### config.mk
export PLATFORM = sky130hd
export DESIGN_NAME = apb_master_bridge_flat
export DESIGN_NICKNAME = d
export VERILOG_FILES = /design/src/rtl/apb_master_bridge_pkg.sv /design/src/rtl/apb_master_bridge_if.sv /design/src/rtl/apb_master_bridge_wait_timer.sv /design/src/rtl/apb_master_bridge.sv /design/src/flat_wrapper.sv
export SDC_FILE = /design/constraint.sdc
export NUM_CORES = 1
export LEC_CHECK = 0
export BUFFER_PORTS_ARGS = -buffer_cell sky130_fd_sc_hd__buf_2
export CORE_MARGIN = 8
export CORE_UTILIZATION = 45
export CTS_CLUSTER_SIZE = 20
export DETAILED_ROUTE_END_ITERATION = 8
export GPL_TIMING_DRIVEN = 1
export HOLD_SLACK_MARGIN = 0.05
export PLACE_DENSITY = 0.8
export SETUP_SLACK_MARGIN = 0.02
export SKIP_CTS_REPAIR_TIMING = 1
export SYNTH_ARGS = -nofsm -noshare
export SYNTH_HDL_FRONTEND = slang
export SYNTH_SLANG_ARGS = --single-unit
### constraint.sdc
create_clock -name clk -period 5.01 [get_ports clk]
set_input_delay 0.2505 -clock clk [delete_from_list [all_inputs] [get_ports clk]]
set_output_delay 0.2505 -clock clk [all_outputs]
set_load 0.05 [all_outputs]
### src/rtl/apb_master_bridge_pkg.sv
// apb_master_bridge_pkg
//   Shared types and defaults for the APB master bridge.
//   - apb_state_e : bridge FSM states (IDLE, SETUP, ACCESS)
//   - APB_ADDR_W / APB_DATA_W : default bus widths (match the GPIO slave)
package apb_master_bridge_pkg;

  localparam int APB_ADDR_W = 5;
  localparam int APB_DATA_W = 32;

  typedef enum logic [1:0] {
    IDLE   = 2'd0,
    SETUP  = 2'd1,
    ACCESS = 2'd2
  } apb_state_e;

endpackage

### src/rtl/apb_master_bridge_if.sv
// apb_master_bridge_if
//   Bundles the requester port (req_*/rsp_*) and the APB master port
//   (psel/penable/pwrite/paddr/pwdata/pready/prdata).
//   modport master : the bridge's view (drives req_ready, rsp_*, APB controls)
//   modport slave  : the surrounding environment (requester + APB slave)
interface apb_master_bridge_if
  import apb_master_bridge_pkg::*;
#(
  parameter int ADDR_W = APB_ADDR_W,
  parameter int DATA_W = APB_DATA_W
) ();

  logic              req_valid;
  logic              req_ready;
  logic              req_write;
  logic [ADDR_W-1:0] req_addr;
  logic [DATA_W-1:0] req_wdata;

  logic              rsp_valid;
  logic [DATA_W-1:0] rsp_rdata;
  logic              rsp_err;

  logic              psel;
  logic              penable;
  logic              pwrite;
  logic [ADDR_W-1:0] paddr;
  logic [DATA_W-1:0] pwdata;
  logic              pready;
  logic [DATA_W-1:0] prdata;

  modport master (
    input  req_valid, req_write, req_addr, req_wdata, pready, prdata,
    output req_ready, rsp_valid, rsp_rdata, rsp_err,
           psel, penable, pwrite, paddr, pwdata
  );

  modport slave (
    output req_valid, req_write, req_addr, req_wdata, pready, prdata,
    input  req_ready, rsp_valid, rsp_rdata, rsp_err,
           psel, penable, pwrite, paddr, pwdata
  );

endinterface

### src/rtl/apb_master_bridge_wait_timer.sv
// apb_wait_timer
//   Clear/enable counter bounding the ACCESS phase.
//   Ports: clk, rst (sync, active-low), clr (zero the count), en (count up),
//          tc (count == TIMEOUT-1; tied 0 when TIMEOUT == 0 = wait forever).
module apb_wait_timer #(
  parameter int TIMEOUT = 16
) (
  input  logic clk,
  input  logic rst,
  input  logic clr,
  input  logic en,
  output logic tc
);

  localparam int CW = (TIMEOUT > 0) ? $clog2(TIMEOUT + 1) : 1;

  logic [CW-1:0] cnt_q, cnt_d;

  always_comb begin
    cnt_d = cnt_q;
    if (clr)     cnt_d = '0;
    else if (en) cnt_d = cnt_q + CW'(1);
  end

  always_ff @(posedge clk) begin
    if (!rst) cnt_q <= '0;
    else      cnt_q <= cnt_d;
  end

  generate
    if (TIMEOUT == 0) begin : g_no_limit
      assign tc = 1'b0;
    end else begin : g_limit
      assign tc = (cnt_q == CW'(TIMEOUT - 1));
    end
  endgenerate

endmodule

### src/rtl/apb_master_bridge.sv
// apb_master_bridge
//   Single-outstanding APB master. Takes one request on the valid/ready
//   port, runs SETUP then ACCESS, waits for pready (bounded by TIMEOUT
//   ACCESS cycles, 0 = unbounded) and returns a one-cycle rsp_valid pulse
//   with read data or rsp_err on timeout.
//   Ports: clk, rst (sync, active-low), bus (apb_master_bridge_if.master).
//   Build option: APB_WRITE_NOREADY_EN -- writes finish after one ACCESS
//   cycle without pready, for slaves that never ack writes.
module apb_master_bridge
  import apb_master_bridge_pkg::*;
#(
  parameter int ADDR_W  = APB_ADDR_W,
  parameter int DATA_W  = APB_DATA_W,
  parameter int TIMEOUT = 16
) (
  input  logic                clk,
  input  logic                rst,
  apb_master_bridge_if.master bus
);

`ifdef APB_WRITE_NOREADY_EN
  localparam bit WR_NOREADY = 1'b1;
`else
  localparam bit WR_NOREADY = 1'b0;
`endif

  apb_state_e        state_q, state_d;
  logic              psel_q, psel_d;
  logic              penable_q, penable_d;
  logic              pwrite_q, pwrite_d;
  logic [ADDR_W-1:0] paddr_q, paddr_d;
  logic [DATA_W-1:0] pwdata_q, pwdata_d;
  logic              rsp_valid_q, rsp_valid_d;
  logic              rsp_err_q, rsp_err_d;
  logic [DATA_W-1:0] rsp_rdata_q, rsp_rdata_d;

  logic accept, in_access, done_ok, timed_out, tmr_tc;

  assign bus.req_ready = rst && (state_q == IDLE);
  assign accept        = bus.req_valid && bus.req_ready;
  assign in_access     = (state_q == ACCESS);

  // Timer is zeroed during SETUP so it reads 0 on the first ACCESS cycle.
  apb_wait_timer #(.TIMEOUT(TIMEOUT)) u_timer (
    .clk (clk),
    .rst (rst),
    .clr (state_q == SETUP),
    .en  (in_access && !bus.pready),
    .tc  (tmr_tc)
  );

  // pready on the terminal-count edge is a success, so done_ok takes priority.
  assign done_ok   = bus.pready || (WR_NOREADY && pwrite_q);
  assign timed_out = tmr_tc && !bus.pready;

  always_comb begin
    state_d     = state_q;
    psel_d      = psel_q;
    penable_d   = penable_q;
    pwrite_d    = pwrite_q;
    paddr_d     = paddr_q;
    pwdata_d    = pwdata_q;
    rsp_valid_d = 1'b0;
    rsp_err_d   = rsp_err_q;
    rsp_rdata_d = rsp_rdata_q;
    unique case (state_q)
      IDLE: begin
        if (accept) begin
          pwrite_d = bus.req_write;
          paddr_d  = bus.req_addr;
          pwdata_d = bus.req_wdata;
          psel_d   = 1'b1;
          state_d  = SETUP;
        end
      end
      SETUP: begin
        penable_d = 1'b1;
        state_d   = ACCESS;
      end
      ACCESS: begin
        if (done_ok || timed_out) begin
          psel_d      = 1'b0;
          penable_d   = 1'b0;
          state_d     = IDLE;
          rsp_valid_d = 1'b1;
          rsp_err_d   = !done_ok;
          rsp_rdata_d = (done_ok && !pwrite_q) ? bus.prdata : '0;
        end
      end
      default: state_d = IDLE;
    endcase
  end

  always_ff @(posedge clk) begin
    if (!rst) begin
      state_q     <= IDLE;
      psel_q      <= 1'b0;
      penable_q   <= 1'b0;
      pwrite_q    <= 1'b0;
      paddr_q     <= '0;
      pwdata_q    <= '0;
      rsp_valid_q <= 1'b0;
      rsp_err_q   <= 1'b0;
      rsp_rdata_q <= '0;
    end else begin
      state_q     <= state_d;
      psel_q      <= psel_d;
      penable_q   <= penable_d;
      pwrite_q    <= pwrite_d;
      paddr_q     <= paddr_d;
      pwdata_q    <= pwdata_d;
      rsp_valid_q <= rsp_valid_d;
      rsp_err_q   <= rsp_err_d;
      rsp_rdata_q <= rsp_rdata_d;
    end
  end

  assign bus.psel      = psel_q;
  assign bus.penable   = penable_q;
  assign bus.pwrite    = pwrite_q;
  assign bus.paddr     = paddr_q;
  assign bus.pwdata    = pwdata_q;
  assign bus.rsp_valid = rsp_valid_q;
  assign bus.rsp_err   = rsp_err_q;
  assign bus.rsp_rdata = rsp_rdata_q;

endmodule

### src/flat_wrapper.sv
// flat-port wrapper written by rule: the top's interface ports become plain ports
module apb_master_bridge_flat import apb_master_bridge_pkg::*;
#(
  parameter int ADDR_W  = APB_ADDR_W,
  parameter int DATA_W  = APB_DATA_W,
  parameter int TIMEOUT = 16
)
  (clk, rst, bus_req_valid, bus_req_write, bus_req_addr, bus_req_wdata, bus_pready, bus_prdata, bus_req_ready, bus_rsp_valid, bus_rsp_rdata, bus_rsp_err, bus_psel, bus_penable, bus_pwrite, bus_paddr, bus_pwdata);
  apb_master_bridge_if #(.ADDR_W(ADDR_W), .DATA_W(DATA_W)) bus_i ();
  input  logic clk;
  input  logic rst;
  input wire logic [$bits(bus_i.req_valid)-1:0] bus_req_valid;
  input wire logic [$bits(bus_i.req_write)-1:0] bus_req_write;
  input wire logic [$bits(bus_i.req_addr)-1:0] bus_req_addr;
  input wire logic [$bits(bus_i.req_wdata)-1:0] bus_req_wdata;
  input wire logic [$bits(bus_i.pready)-1:0] bus_pready;
  input wire logic [$bits(bus_i.prdata)-1:0] bus_prdata;
  output wire logic [$bits(bus_i.req_ready)-1:0] bus_req_ready;
  output wire logic [$bits(bus_i.rsp_valid)-1:0] bus_rsp_valid;
  output wire logic [$bits(bus_i.rsp_rdata)-1:0] bus_rsp_rdata;
  output wire logic [$bits(bus_i.rsp_err)-1:0] bus_rsp_err;
  output wire logic [$bits(bus_i.psel)-1:0] bus_psel;
  output wire logic [$bits(bus_i.penable)-1:0] bus_penable;
  output wire logic [$bits(bus_i.pwrite)-1:0] bus_pwrite;
  output wire logic [$bits(bus_i.paddr)-1:0] bus_paddr;
  output wire logic [$bits(bus_i.pwdata)-1:0] bus_pwdata;
  assign bus_i.req_valid = bus_req_valid;
  assign bus_i.req_write = bus_req_write;
  assign bus_i.req_addr = bus_req_addr;
  assign bus_i.req_wdata = bus_req_wdata;
  assign bus_i.pready = bus_pready;
  assign bus_i.prdata = bus_prdata;
  assign bus_req_ready = bus_i.req_ready;
  assign bus_rsp_valid = bus_i.rsp_valid;
  assign bus_rsp_rdata = bus_i.rsp_rdata;
  assign bus_rsp_err = bus_i.rsp_err;
  assign bus_psel = bus_i.psel;
  assign bus_penable = bus_i.penable;
  assign bus_pwrite = bus_i.pwrite;
  assign bus_paddr = bus_i.paddr;
  assign bus_pwdata = bus_i.pwdata;
  apb_master_bridge #(.ADDR_W(ADDR_W), .DATA_W(DATA_W), .TIMEOUT(TIMEOUT)) u_core (.clk(clk), .rst(rst), .bus(bus_i));
endmodule
==> results.yml, run 1 <==
outcome:
  status: "complete, no violations"
die:
  core_area_mm2: 0.006241
  initial_core_util_pct: 45.57
  io_pins: 149
  dieArea_mm2: 0.009120
  num_rows: 29
  chipWidth_um: 95.50
  chipHeight_um: 95.50
detailed_routing:
  wl_um: 7403
  vias: 2536
  drt_first_iter_violations: 150
  drtAntennaViolNets: 0
  drt_pass1_iterations: 4
  wire_per_inst_um: 14.35
  viasPerCell: 4.915
  drc_errors: 0
layout:
  layout.cells.non_filler: 516
  area_growth_pct: 31.90
  num_antenna_cells: 0
  final_layout_size_suffix_gt1_share_pct: 38.72
  n_fill_cell: 556
  post-route-util_pct: 60.10
  final_nets: 510
global_routing:
  grt_pass1_wl_um: 11380
  grt_max_degree: 67
  grt_pass1_vias: 2534
  grt_antenna_before_repair: 0
  grtUsageTotal_pct: 15.58
  grt_overflow: 0
timing:
  relSlewSlack_pct: 24.38
  min_period_ns: 2.365
  rsz0062_at_grt: "no"
  worst_pin_slew_ns: 1.131
  fin_skew_ns: 0.01017
  period_share_pct: 47.21
  fin_tns_setup_ns: 0
  hold_viol: 0
  slew_violations: 0
  max_freq_ghz: 0.4228
  setup_viol: 0
pwr:
  power_uw: 1391
  irDropWorstVdd_mv: 0.2177
  leakage_uw: 0.001793
  powerDensity_mw_per_mm2: 370.8
placement:
  io_buffers: 148
  placed_cells: 500
  post-dp-hpwl_um: 5442
  globalplace.congestion: 0.7741
yosys:
  synth_ff_type: "dfxtp_1"
  yosysSeqAreaShare_pct: 57.02
  synth.avg_cell_area_um2: 9.576
  yosysWarnings: 0
  synth_edf_count: 0
  post_synth_most_frequent_cells: "81 x dfxtp_1, 78 x nand2_1, 32 x a22o_1"
  async_flop_share_pct: 0
  synth.distinct_cells: 36
  synth_top_area_share_pct: 57.02
  yosysMostFrequentCell: "dfxtp_1"
  netlist_instances: 297
  synth_area_leader_cell: "dfxtp_1"
  syn-num-nets: 373
  synth_area_mm2: 0.002844
  synthTopCellsByArea: "dfxtp_1 57%, nand2_1 10%, a22o_1 9.9%"
  ys_seq_elements: 81
critical_path:
  critical_path_class: "flop to flop"
  cp_max_fo: 34
  crit_arrival_ns: 2.63
  end_kind: "flop"
  r2r_slack_ns: 2.64
  r2r_cells: 6
  cp.required_ns: 5.27
  r2r_start: "u_core.u_timer.cnt_q[0]"
  timing.rr.end: "u_core.bus.rsp_rdata[16]"
  startpoint_type: "flop"
clock_network:
  numCtsBuffers: 9
  cts-root-buf: "clkbuf_8"
  clk_latency_ns: 0.33
  cts_tree: "yes"
  cts.clk_slew.worst_paths_ns: 0.09
  clk_path_buf_depth: 2
  h-tree-depth: 3
  cts.sinks: 81
min_path:
  hp-class: "input port to flop"
  min_to: "u_core.bus.pwdata[21]"
  min_from: "bus_req_wdata[21]"
  hold-path-cell-count: 3
job:
  cap_viol_max_count: 0
routing by layer:
metal	wire, µm	track usage (%)	vias up
met5	0	0	-
met4	19	5.762	0
met3	994	8.031	2
met2	3345	24.68	100
met1	3043	17.57	1137
li1	-	-	1297
placed cells by master, fill, tap and decap left out, types with 3 or more instances in the layout:
| cell type | count |
|---|---|
| clkbuf_8 | 10 |
| nand2_1 | 78 |
| clkinvlp_4 | 3 |
| nor3b_1 | 4 |
| dfxtp_1 | 81 |
| o21ai_0 | 20 |
| buf_2 | 148 |
| a21oi_1 | 3 |
| nor2_1 | 6 |
| o21ai_1 | 18 |
| o21a_1 | 3 |
| a22o_1 | 32 |
cells by family (layout without fill, tap and decap cells):
| family | after synthesis | in the layout | share of synthesized area (%) |
|---|---|---|---|
| buffers and inverters | 27 | 169 | 5.719 |
| adders and majority gates | 2 | 2 | 0.8798 |
| AOI/OAI and AO/OA | 85 | 85 | 20.46 |
| and+or+nand+nor | 102 | 102 | 15.93 |
| DFF | 81 | 81 | 57.02 |
per-stage QoR:
| stage | worst slack (ns) | hold WS [ns] | cell area (µm²) |
|---|---|---|---|
| 2_1_floorplan | 3.133 | 0.3471 | 2844 |
| 3_3_place_gp | 2.723 | 0.4325 | 3547 |
| 3_5_place_dp | 2.647 | 0.4401 | 3547 |
| 4_1_cts | 2.628 | 0.08679 | 3751 |
| 5_1_grt | 2.458 | 0.08849 | 3751 |
| 6_report | 2.645 | 0.1128 | 3751 |
worst max path at each step:
stage / endpoint / from
global route: u_core.bus.rsp_rdata[16] / u_core.u_timer.cnt_q[0]
detailed placement: u_core.bus.rsp_rdata[20] / u_core.u_timer.cnt_q[0]
finish: u_core.bus.rsp_rdata[16] / u_core.u_timer.cnt_q[0]
floorplan: bus_req_ready / u_core.state_q[0]
global placement: u_core.bus.rsp_rdata[14] / u_core.u_timer.cnt_q[0]
CTS: u_core.bus.rsp_rdata[16] / u_core.u_timer.cnt_q[0]
power by group:
group	internal, µW	switching (µW)
combinational	59.5	167
sequential	675	19.2
clock	245	226
flip-flops by register name (all words and copies together), names as in the netlist:
register,count
u_core.bus.paddr,5
u_core.bus.penable,1
u_core.bus.psel,1
u_core.bus.pwdata,32
u_core.bus.pwrite,1
u_core.bus.rsp_err,1
u_core.bus.rsp_rdata,32
u_core.bus.rsp_valid,1
u_core.state_q,2
u_core.u_timer.cnt_q,5
area by class of cell:
class	count	area (µm²)	area share, %
Clock buffer	10	137.6	3.669
Tap cell	77	96.34	2.568
Timing Repair Buffer	149	748.2	19.95
Clock inverter	6	66.31	1.768
Inverter	4	15.01	0.4003
Multi-Input combinational cell	189	1066	28.42
Sequential cell	81	1622	43.23
worst max-delay path, stage by stage (launching register included):
cell and delay, ns:
dfxtp_1 0.35, ha_1 0.23, and3_1 0.18, ha_1 0.19, nor2_1 0.18, o21a_1 0.89, a22o_1 0.28
Power figures use the tool's default switching activity.
==> run 2, diff against run 1 <==
--- a/config.mk
+++ b/config.mk
@@ -5,6 +5,7 @@
 export SDC_FILE = /design/constraint.sdc
 export NUM_CORES = 1
 export LEC_CHECK = 0
+export ABC_AREA = 1
 export BUFFER_PORTS_ARGS = -buffer_cell sky130_fd_sc_hd__buf_2
 export CORE_MARGIN = 8
 export CORE_UTILIZATION = 45
@@ -12,7 +13,7 @@
 export DETAILED_ROUTE_END_ITERATION = 8
 export GPL_TIMING_DRIVEN = 1
 export HOLD_SLACK_MARGIN = 0.05
-export PLACE_DENSITY = 0.8
+export PLACE_DENSITY = 0.78
 export SETUP_SLACK_MARGIN = 0.02
 export SKIP_CTS_REPAIR_TIMING = 1
 export SYNTH_ARGS = -nofsm -noshare
==> constraint.sdc (replaced) <==
create_clock -name clk -period 2.5 [get_ports clk]
set_input_delay 0.125 -clock clk [delete_from_list [all_inputs] [get_ports clk]]
set_output_delay 0.125 -clock clk [all_outputs]
set_load 0.05 [all_outputs]
==> results.yml, run 2 <==
outcome:
  status: "complete, no violations"
die:
  num_rows: 30
  io_pins: 149
  chipHeight_um: 99.66
  initial_core_util_pct: 46.35
  dieArea_mm2: 0.009931
  chipWidth_um: 99.66
  core_area_mm2: 0.006794
global_routing:
  grtUsageTotal_pct: 15.97
  grt_pass1_vias: 2910
  grt_antenna_before_repair: 0
  grt_pass1_wl_um: 13120
  grt_overflow: 0
  grt_max_degree: 78
layout:
  multi_input_area_mm2: 0.001209
  area_growth_pct: 49.15
  final_nets: 719
  num_antenna_cells: 0
  n_fill_cell: 547
  layout_common_cells: "157 x nand2_1, 148 x buf_2, 81 x dfxtp_1, 79 x nor2_1, 59 x dlygate4sd3_1"
  post-route-util_pct: 69.13
  layout.cells.non_filler: 744
  regArea_mm2: 0.001622
  layout_commonest_cell: "nand2_1"
  final_layout_size_suffix_gt1_share_pct: 27.01
min_path:
  min_from: "bus_req_addr[0]"
  hp-class: "input port to flop"
  min_to: "u_core.bus.paddr[0]"
  hold-path-cell-count: 3
critical_path:
  r2r_start: "u_core.u_timer.cnt_q[0]"
  r2r_cells: 8
  cp.required_ns: 2.69
  crit_buf_inv: 0
  worst_path_most_repeated_cell: "ha_1"
  slowest_stage: "nand2_2"
  critical_path_class: "flop to flop"
  cpPeakStageDelay_ns: 0.44
  startpoint_type: "flop"
  end_kind: "flop"
  cp.depth: 8
  crit_arrival_ns: 2.10
  r2r_slack_ns: 0.60
  cp_cell_sequence: "ha_1, nand2_1, nor2_1, ha_1, nor2_2, nor2_4, nand2_2, o21ai_0"
  crit_family: "simple AND/OR/NAND/NOR gates"
  cp_max_fo: 33
  timing.rr.end: "u_core.bus.rsp_rdata[0]"
yosys:
  async_flop_share_pct: 0
  netlist_instances: 444
  ys_seq_elements: 81
  syn-num-nets: 520
  synth_edf_count: 0
  synth_ff_type: "dfxtp_1"
  synth_area_leader_cell: "dfxtp_1"
  yosysMostFrequentCell: "nand2_1"
  yosysSeqAreaShare_pct: 51.49
  synth.distinct_cells: 20
  yosysWarnings: 0
  synth_top_area_share_pct: 51.49
  post_synth_most_frequent_cells: "157 x nand2_1, 81 x dfxtp_1, 79 x nor2_1"
  synth.avg_cell_area_um2: 7.093
  synthTopCellsByArea: "dfxtp_1 51%, nand2_1 19%, nor2_1 9.4%"
  synth_area_mm2: 0.003149
clock_network:
  clk_latency_ns: 0.33
  h-tree-depth: 3
  cts.sinks: 81
  cts_tree: "yes"
  numCtsBuffers: 9
  clk_path_buf_depth: 2
  cts-root-buf: "clkbuf_8"
  cts.clk_slew.worst_paths_ns: 0.08
timing:
  max_freq_ghz: 0.5252
  min_period_ns: 1.904
  worst_pin_slew_ns: 1.005
  setup_viol: 0
  rsz0062_at_grt: "no"
  fin_tns_setup_ns: 0
  period_share_pct: 76.16
  hold_viol: 0
  slew_violations: 0
  fin_skew_ns: 0.007422
  relSlewSlack_pct: 32.90
detailed_routing:
  drt_first_iter_violations: 83
  drtAntennaViolNets: 0
  drc_errors: 0
  vias: 3301
  wire_per_inst_um: 12.38
  drt_pass1_iterations: 4
  viasPerCell: 4.437
  wl_um: 9214
placement:
  placed_cells: 669
  globalplace.congestion: 0.7750
  io_buffers: 148
  post-dp-hpwl_um: 5862
pwr:
  powerDensity_mw_per_mm2: 618.9
  irDropWorstVdd_mv: 0.3789
  leakage_uw: 0.002490
job:
  cap_viol_max_count: 0
## run 2: changes by cell type in the layout (fill, tap and decap cells not counted), moves of 12 or more
cell	before	now
a22o_1	32	0
dlygate4sd3_1	0	59
inv_1	2	50
nand2_1	78	157
nor2_1	6	79
o21ai_0	20	5
o21ai_1	18	30
## run 2: tightest hold or removal path, stage by stage
cell    delay, ns
buf_2        0.08
nor2_1       0.04
nor2_1       0.08
## run 2: cell type report
type	count	share of cell area, %
multi-input combinational	290	25.73
sequential	81	34.52
inverter	51	4.076
timing repair buffer	210	28.82
clock inverter	7	1.652
clock buffer	9	2.637
tap	96	2.557
## run 2: per-stage QoR
step	instance area (µm²)	total power [µW]	hold WS, ns	worst slack, ns
6_report	4697	2907	0.01638	0.5960
5_1_grt	4697	3041	0.05036	0.3401
4_1_cts	4106	2873	-0.01241	0.5949
3_5_place_dp	3905	1903	0.3544	0.6159
3_3_place_gp	3905	1895	0.3450	0.7142
2_1_floorplan	3149	1764	0.2599	0.9518
## run 2: how the worst max path moves through the flow
stage	from	endpoint	slack [ns]
2_1_floorplan	rst	bus_req_ready	0.95
3_3_place_gp	u_core.u_timer.cnt_q[0]	u_core.bus.rsp_rdata[31]	0.71
3_5_place_dp	u_core.u_timer.cnt_q[0]	u_core.bus.rsp_rdata[31]	0.62
4_1_cts	u_core.u_timer.cnt_q[0]	u_core.bus.rsp_rdata[0]	0.59
5_1_grt	u_core.u_timer.cnt_q[0]	u_core.bus.rsp_rdata[0]	0.34
6_report	u_core.u_timer.cnt_q[0]	u_core.bus.rsp_rdata[0]	0.60
## run 2: power breakdown
part / total (µW) / internal, µW / switching [µW]
combinational: 578 / 197 / 381
clock: 956 / 470 / 486
sequential: 1370 / 1340 / 28.5
## run 2: layer usage
metal  share of wire, %  GRT usage, %  wire [µm]
met1                 41         18.22       3801
met2                 46         25.15       4281
met3                 11         8.170       1049
met4               0.89         5.355         82
met5                  0             0          0
## run 2: logic make-up after synthesis
group / share of synthesized area, %
adders and majority gates: 0.7945
buffers and inverters: 10.41
DFF: 51.49
xor gates and xnor gates: 0.2782
and+or+nand+nor: 30.35
AOI/OAI and AO/OA: 6.674
